## config.mk

```make
export PLATFORM = sky130hd
export DESIGN_NAME = axi_lite_cut
export DESIGN_NICKNAME = d
export VERILOG_FILES = /design/src/rtl/axi_lite_cut.sv
export SDC_FILE = /design/constraint.sdc
export NUM_CORES = 1
export LEC_CHECK = 0
export CORE_MARGIN = 1
export CORE_UTILIZATION = 49
export CTS_CLUSTER_SIZE = 14
export DETAILED_ROUTE_END_ITERATION = 8
export PLACE_DENSITY = 0.8
export SLEW_MARGIN = 10
export SYNTH_ARGS = -nofsm -noshare
export SYNTH_HDL_FRONTEND = slang
export SYNTH_SLANG_ARGS = --single-unit
```

## constraint.sdc

```tcl
create_clock -name clk_i -period 1.7 [get_ports clk_i]
set_input_delay 0.255 -clock clk_i [delete_from_list [all_inputs] [get_ports clk_i]]
set_output_delay 0.255 -clock clk_i [all_outputs]
set_load 0.05 [all_outputs]
```

## src/rtl/axi_lite_cut.sv

```systemverilog
// axi_lite_cut: AXI-Lite register slice cutting valid, ready and payload on all five channels.
// Each channel goes through a two-slot spill register; Bypass=1 reduces the block to wires.
package axi_lite_cut_pkg;
    typedef struct packed {
        logic [31:0] addr;
        logic [2:0]  prot;
    } aw_chan_t;
    typedef struct packed {
        logic [31:0] data;
        logic [3:0]  strb;
    } w_chan_t;
    typedef struct packed {
        logic [1:0] resp;
    } b_chan_t;
    typedef struct packed {
        logic [31:0] addr;
        logic [2:0]  prot;
    } ar_chan_t;
    typedef struct packed {
        logic [31:0] data;
        logic [1:0]  resp;
    } r_chan_t;
    typedef struct packed {
        aw_chan_t aw;
        logic     aw_valid;
        w_chan_t  w;
        logic     w_valid;
        logic     b_ready;
        ar_chan_t ar;
        logic     ar_valid;
        logic     r_ready;
    } req_t;
    typedef struct packed {
        logic     aw_ready;
        logic     w_ready;
        b_chan_t  b;
        logic     b_valid;
        logic     ar_ready;
        r_chan_t  r;
        logic     r_valid;
    } resp_t;
endpackage

module axi_lite_cut_spill #(
    parameter type T = logic
) (
    input  logic clk_i,
    input  logic rst_ni,
    input  logic in_valid,
    output logic in_ready,
    input  T     in_data,
    output logic out_valid,
    input  logic out_ready,
    output T     out_data
);
    T     a, b;
    logic a_full, b_full;
    logic in_hs, out_hs;

    assign in_ready  = !b_full;
    assign out_valid = a_full;
    assign out_data  = a;
    assign in_hs     = in_valid && !b_full;
    assign out_hs    = a_full && out_ready;

    always_ff @(posedge clk_i or negedge rst_ni) begin
        if (!rst_ni) begin
            a      <= '0;
            b      <= '0;
            a_full <= 1'b0;
            b_full <= 1'b0;
        end else if (out_hs && b_full) begin
            a      <= b;
            b_full <= 1'b0;
        end else if (in_hs && (!a_full || out_hs)) begin
            a      <= in_data;
            a_full <= 1'b1;
        end else if (in_hs) begin
            b      <= in_data;
            b_full <= 1'b1;
        end else if (out_hs) begin
            a_full <= 1'b0;
        end
    end

    // upstream must hold valid and payload until the beat is taken
    assert property (@(posedge clk_i) disable iff (!rst_ni)
        in_valid && !in_ready |=> in_valid && $stable(in_data));
endmodule

module axi_lite_cut #(
    parameter bit  Bypass    = 1'b0,
    parameter type aw_chan_t = axi_lite_cut_pkg::aw_chan_t,
    parameter type w_chan_t  = axi_lite_cut_pkg::w_chan_t,
    parameter type b_chan_t  = axi_lite_cut_pkg::b_chan_t,
    parameter type ar_chan_t = axi_lite_cut_pkg::ar_chan_t,
    parameter type r_chan_t  = axi_lite_cut_pkg::r_chan_t,
    parameter type req_t     = axi_lite_cut_pkg::req_t,
    parameter type resp_t    = axi_lite_cut_pkg::resp_t
) (
    input  logic  clk_i,
    input  logic  rst_ni,
    input  req_t  slv_req_i,
    output resp_t slv_resp_o,
    output req_t  mst_req_o,
    input  resp_t mst_resp_i
);
    if (Bypass) begin : g_bypass
        assign mst_req_o  = slv_req_i;
        assign slv_resp_o = mst_resp_i;
    end else begin : g_cut
        axi_lite_cut_spill #(.T(aw_chan_t)) u_aw (
            .clk_i(clk_i), .rst_ni(rst_ni),
            .in_valid(slv_req_i.aw_valid), .in_ready(slv_resp_o.aw_ready), .in_data(slv_req_i.aw),
            .out_valid(mst_req_o.aw_valid), .out_ready(mst_resp_i.aw_ready), .out_data(mst_req_o.aw)
        );
        axi_lite_cut_spill #(.T(w_chan_t)) u_w (
            .clk_i(clk_i), .rst_ni(rst_ni),
            .in_valid(slv_req_i.w_valid), .in_ready(slv_resp_o.w_ready), .in_data(slv_req_i.w),
            .out_valid(mst_req_o.w_valid), .out_ready(mst_resp_i.w_ready), .out_data(mst_req_o.w)
        );
        axi_lite_cut_spill #(.T(b_chan_t)) u_b (
            .clk_i(clk_i), .rst_ni(rst_ni),
            .in_valid(mst_resp_i.b_valid), .in_ready(mst_req_o.b_ready), .in_data(mst_resp_i.b),
            .out_valid(slv_resp_o.b_valid), .out_ready(slv_req_i.b_ready), .out_data(slv_resp_o.b)
        );
        axi_lite_cut_spill #(.T(ar_chan_t)) u_ar (
            .clk_i(clk_i), .rst_ni(rst_ni),
            .in_valid(slv_req_i.ar_valid), .in_ready(slv_resp_o.ar_ready), .in_data(slv_req_i.ar),
            .out_valid(mst_req_o.ar_valid), .out_ready(mst_resp_i.ar_ready), .out_data(mst_req_o.ar)
        );
        axi_lite_cut_spill #(.T(r_chan_t)) u_r (
            .clk_i(clk_i), .rst_ni(rst_ni),
            .in_valid(mst_resp_i.r_valid), .in_ready(mst_req_o.r_ready), .in_data(mst_resp_i.r),
            .out_valid(slv_resp_o.r_valid), .out_ready(slv_req_i.r_ready), .out_data(slv_resp_o.r)
        );
    end
endmodule

```

Word-level counts from Yosys, hierarchy flattened
Index checks and enable logic that the tools add are counted.
W data, S select, Z words.
{ "totals": {"wordCells": 153, "register_bits": 294, "input_bits": 154, "output_inout_bits": 152} }
{ "op_classes": {"mux": 40, "eq_ne": 10, "reduce_logical": 65, "bitwise_logic": 10} }
{ "op_table": {"columns": ["cell", "count"], "rows": [
  ["$mux W35", 4],
  ["$mux W36", 2],
  ["$mux W34", 2],
  ["$mux W1", 30],
  ["$reduce_and A3 Y1", 10],
  ["$reduce_bool A2 Y1", 15],
  ["$logic_and A1 B1 Y1", 20],
  ["$logic_not A1 Y1", 10],
  ["$ne A2 B1 Y1 const B", 5],
  ["$ne A2 B2 Y1 const B", 5],
  ["$not A1 Y1", 10],
  ["$reduce_and A2 Y1", 5],
  ["$logic_or A1 B1 Y1", 5],
  ["$mux W2", 2]
]} }

Longest topological paths before layout
{ "logic_depth": {"word_depth": 5, "mapped_depth": 5, "depth_no_buf": 3} }

Hierarchy
A second synthesis with hierarchy kept.
{ "hier_totals": {"cells_unflattened": 943, "hier_area_um2": 12448.2} }
{ "modules_own_cells": {"columns": ["module", "cells_per_inst", "area_per_inst_um2", "seq_area_each_um2", "instances"], "rows": [
  ["axi_lite_cut_spill at g_cut.u_ar ...", 223, 2976.6, 1801.7, 2],
  ["axi_lite_cut_spill at g_cut.u_w", 253, 3148.0, 1851.8, 1],
  ["axi_lite_cut_spill at g_cut.u_r", 219, 3054.2, 1751.7, 1],
  ["axi_lite_cut_spill at g_cut.u_b", 25, 292.8, 150.1, 1]
]} }

Worst setup path after synthesis
No wires, ideal clock.
{ "synth_path": {"kind": "register -> register", "startpoint": "reg g_cut.u_aw.b_full", "endpoint": "reg g_cut.u_aw.a, in the netlist g_cut.u_aw.out_data[0]", "arrival_time_ns": 1.410, "path_stages_with_launch": 5, "synth_period_minus_slack_ns": 1.535, "path_buffers": 1, "setup_ns": 0.125, "path_slack_ns": 0.165, "t_required_ns": 1.575, "path_cell_list": "dfrtp_1 nand2b_2 o21ai_4 buf_6 mux2_4"} }
{ "synth_via": {"elab_chain_len": 4, "word_cells_on_any_way": 6, "classes_between": "mux: 1; reduce/logical: 5"} }
{ "synth_lines": {"columns": ["element", "line", "text"], "rows": [
  ["start, declared", "57", "logic a_full, b_full;"],
  ["start signal, assigned", "71", "b_full <= 1'b0;"],
  ["start signal, assigned", "74", "b_full <= 1'b0;"],
  ["start signal, assigned", "80", "b_full <= 1'b1;"],
  ["$logic_not A1 Y1", "63", "assign in_hs = in_valid && !b_full;"],
  ["$logic_and A1 B1 Y1", "63", null],
  ["$logic_and A1 B1 Y1", "75", "end else if (in_hs && (!a_full || out_hs)) begin"],
  ["$reduce_bool A2 Y1 (no source line)", null, null],
  ["end signal, assigned", "76", "a <= in_data;"],
  ["end, declared", "56", "T a, b;"]
]} }
Several ways; a longest one is shown, not always the timed one.
A chain may end at the register's enable or synchronous reset.

Worst setup path in the final report
{ "layout_path": {"startpoint": "reg g_cut.u_w.b_full", "endpoint": "reg g_cut.u_w.b[13] (netlist bit)"} }
{ "layout_via": {"elab_chain_len": 5, "word_cells_on_any_way": 7, "classes_between": "bitwise: 2; reduce/logical: 5"} }
{ "layout_lines": {"columns": ["element", "line", "text"], "rows": [
  ["start, declared", "57", null],
  ["start signal, assigned", "71", null],
  ["start signal, assigned", "74", null],
  ["start signal, assigned", "80", null],
  ["$logic_not A1 Y1", "63", null],
  ["$logic_and A1 B1 Y1", "63", null],
  ["$logic_and A1 B1 Y1", "75", null],
  ["$not A1 Y1 (no source line)", null, null],
  ["$reduce_and A3 Y1 (no source line) (*)", null, null],
  ["end signal, assigned", "79", "b <= in_data;"],
  ["end, declared", "56", null]
]} }
Every way passes the cells marked *; elsewhere a longest branch is shown, timed or not.

==> flow_metrics.tcl <==
set metrics [dict create \
    outcome "completed" \
    clk_pin_slew_ns 0.06 \
    synth-compound-area-share_pct 11.6 \
    drt-total-wl_um 30300 \
    ys_seq_area_share_pct 60.1 \
    power.density_nw_per_um2 2190 \
    clock_latency_ns 0.54 \
    final_nets 1347 \
    cts_tree "done" \
    worstPathRequired_ns 2.12 \
    p_leak_nw 7.64 \
    final_cells 1540 \
    tightest_slew_ns 0.597 \
    critPathCaptureType "flip-flop" \
    grt_use_total_pct 23.8 \
    r2r-end "g_cut.u_w.b[13]" \
    root_buffer "clkbuf_16" \
    die_x_um 160 \
    setup_slack_ns 0.0900 \
    gp_congestion 0.789 \
    pre_cts_ws_ns -0.443 \
    final_common_cell "dfrtp_1" \
    setup_viol 0 \
    worst_hold_path_type "input pin to asynchronous set/reset pin" \
    drv_slew 0 \
    finalHoldViolations 0 \
    first_global_vias 9109 \
    cpMaxStageDelayCell "dfrtp_1" \
    crit_fanout 9 \
    clk_path_buf_depth 3 \
    fp.dieH_um 160 \
    crit_chain "buf_4, nand2b_1, nor2_4, buf_4, mux2_1" \
    n_antenna_cell 0 \
    rr_worst_depth 5 \
    dr.pass1.iters 5 \
    max_freq_mhz 621 \
    cts_setup_buffers 0 \
    antenna_found_initial 0 \
    post-route-period-util_pct 94.7 \
    synth_nets 1004 \
    synth.avg_cell_area_um2 14.4 \
    rrSetupSlack_ns 0.09 \
    dp_hpwl_um 20500 \
    syn_area_um2 12200 \
    worstReg2RegStart "g_cut.u_w.b_full" \
    dp_cells 1483 \
    grt.overflow.total 0 \
    numCtsBuffers 30 \
    synth_warnings 0 \
    arrival_ns 2.03 \
    finalCriticalPeriod_ns 1.61 \
    ys_ff_latch 294 \
    maxCapViolations 0 \
    synth_cell_types 31 \
    slew-limit-headroom_pct 60.1 \
    portBuffers 305 \
    ant_nets 0 \
    critPathKind "flip-flop to flip-flop" \
    timing.hold.ws_ns 0.189 \
    slowest_delay_ns 0.40 \
    htree_num_levels 1 \
    synthXorXnorAreaFrac_pct 0 \
    rsz0062_at_grt "false" \
    drc 0 \
    fill_cells 1742 \
    syn_inst 850 \
    core_um2 24400 \
    muxShareOfSynthArea_pct 16.9 \
    wire_per_inst_um 19.7 \
    post-route-util_pct 68.7 \
    async_flop_share_pct 100 \
    vias 8583 \
    area_growth_pct 36.9 \
    cp-start-kind "flip-flop" \
    clock_skew_ns 0.00680 \
    synth_top_family_by_area "multiplexers" \
    setup_tns_ns 0 \
    rows 57 \
    design.die.area_um2 25600 \
    peakVddDrop_mv 1.52 \
    yosys_most_used_dff "dfrtp_1" \
    grt_max_degree 51 \
    drt-initial-drc-count 643 \
    synthAdderAreaFrac_pct 0 \
    yosys.area_share.simple_pct 7.86 \
    via_per_inst 5.57 \
    initial_core_util_pct 50.2 \
    mostFrequentLayoutCells "293 x dfrtp_1, 201 x buf_4, 152 x mux2_2, 152 x clkdlybuf4s50_1, 122 x a221o_1" \
    synth_edf_count 0 \
    crit_top_cell "buf_4" \
    drive_gt1_share_pct 37.2 \
    clkSinkCount 294 \
    ios 306 \
    grt_first_pass_wirelength_um 49200 \
]
Yosys cell counts (all sizes together) (7+ instances only):
| cell type | number | area (um2) |
|---|---|---|
| buf | 46 | 334 |
| a21oi | 12 | 75.1 |
| dfrtp | 294 | 7360 |
| mux2 | 180 | 2060 |
| nand2b | 10 | 65.1 |
| and2 | 87 | 544 |
| nor2 | 7 | 46.3 |
| clkbuf | 18 | 67.6 |
| inv | 10 | 37.5 |
| and3 | 40 | 250 |
| o21ai | 7 | 46.3 |
| a221o | 122 | 1220 |
flip-flops by register name (all words and copies together), names as in the netlist, 2 cells and up:
signal	count
g_cut.u_ar.out_data	35
g_cut.u_ar.b	35
g_cut.u_w.out_data	36
g_cut.u_aw.b	35
g_cut.u_r.out_data	34
g_cut.u_aw.out_data	35
g_cut.u_w.b	36
g_cut.u_r.b	34
g_cut.u_b.out_data	2
g_cut.u_b.b	2
worst max-delay path: cells and delay by family (launching register included):
kind,cells,cell delay (ns)
buf+inv,2,0.37
flops,1,0.40
mux,1,0.35
simple gates,2,0.38
final cells by class:
type | instances | area, um2 | area share [%]
Inverter | 10 | 37.5 | 0.224
Tap cell | 324 | 405 | 2.42
Clock buffer | 43 | 911 | 5.43
Sequential cell | 294 | 7360 | 43.9
Multi-Input combinational cell | 483 | 4470 | 26.7
Clock inverter | 12 | 145 | 0.866
Timing Repair Buffer | 374 | 3440 | 20.5
routing by layer:
metal,GRT usage [%],part of all wire [%],up-vias
li1,-,-,3868
met1,31.7,42,4346
met2,39.2,49,323
met3,5.61,7.7,46
met4,6.15,1.9,0
met5,0,0,-
power breakdown:
part / internal, mW / switching (mW) / leakage (nW)
Sequential: 10.5 / 2.10 / 3.56
Combinational: 6.98 / 10.2 / 3.56
Clock: 4.17 / 2.71 / 0.525
how the worst max path moves through the flow:
stage	from	to	slack (ns)	depth (start not counted)
global route	g_cut.u_w.b_full	g_cut.u_w.b[13]	0.02	5
CTS	g_cut.u_w.out_valid	g_cut.u_w.b[21]	0.03	5
finish	g_cut.u_w.b_full	g_cut.u_w.b[13]	0.09	5
detailed placement	mst_resp_i[39]	g_cut.u_w.out_data[1]	-0.44	4
global placement	mst_resp_i[39]	g_cut.u_w.out_data[8]	-0.37	4
floorplan	g_cut.u_aw.b_full	g_cut.u_aw.out_data[0]	0.17	4
cell families after synthesis:
kind of cell	Yosys count
compound gates	147
mux	180
simple gates	155
buf+inv	74
flops	294
repair_timing:
item / CTS / global route
gates resized for setup: 1 / 2
gates cloned: 1 / 0
hold buffers: 1 / 0
hold endpoints to repair: 228 / 0
endpoints found under the setup margin: 35 / 37
stage by stage:
stage	cell area [um2]	power (mW)
2_1_floorplan	12200	24.2
3_3_place_gp	15700	29.3
3_5_place_dp	15700	29.8
4_1_cts	16800	37.0
5_1_grt	16800	38.4
6_report	16800	36.7
(Power assumes the default switching activity.)
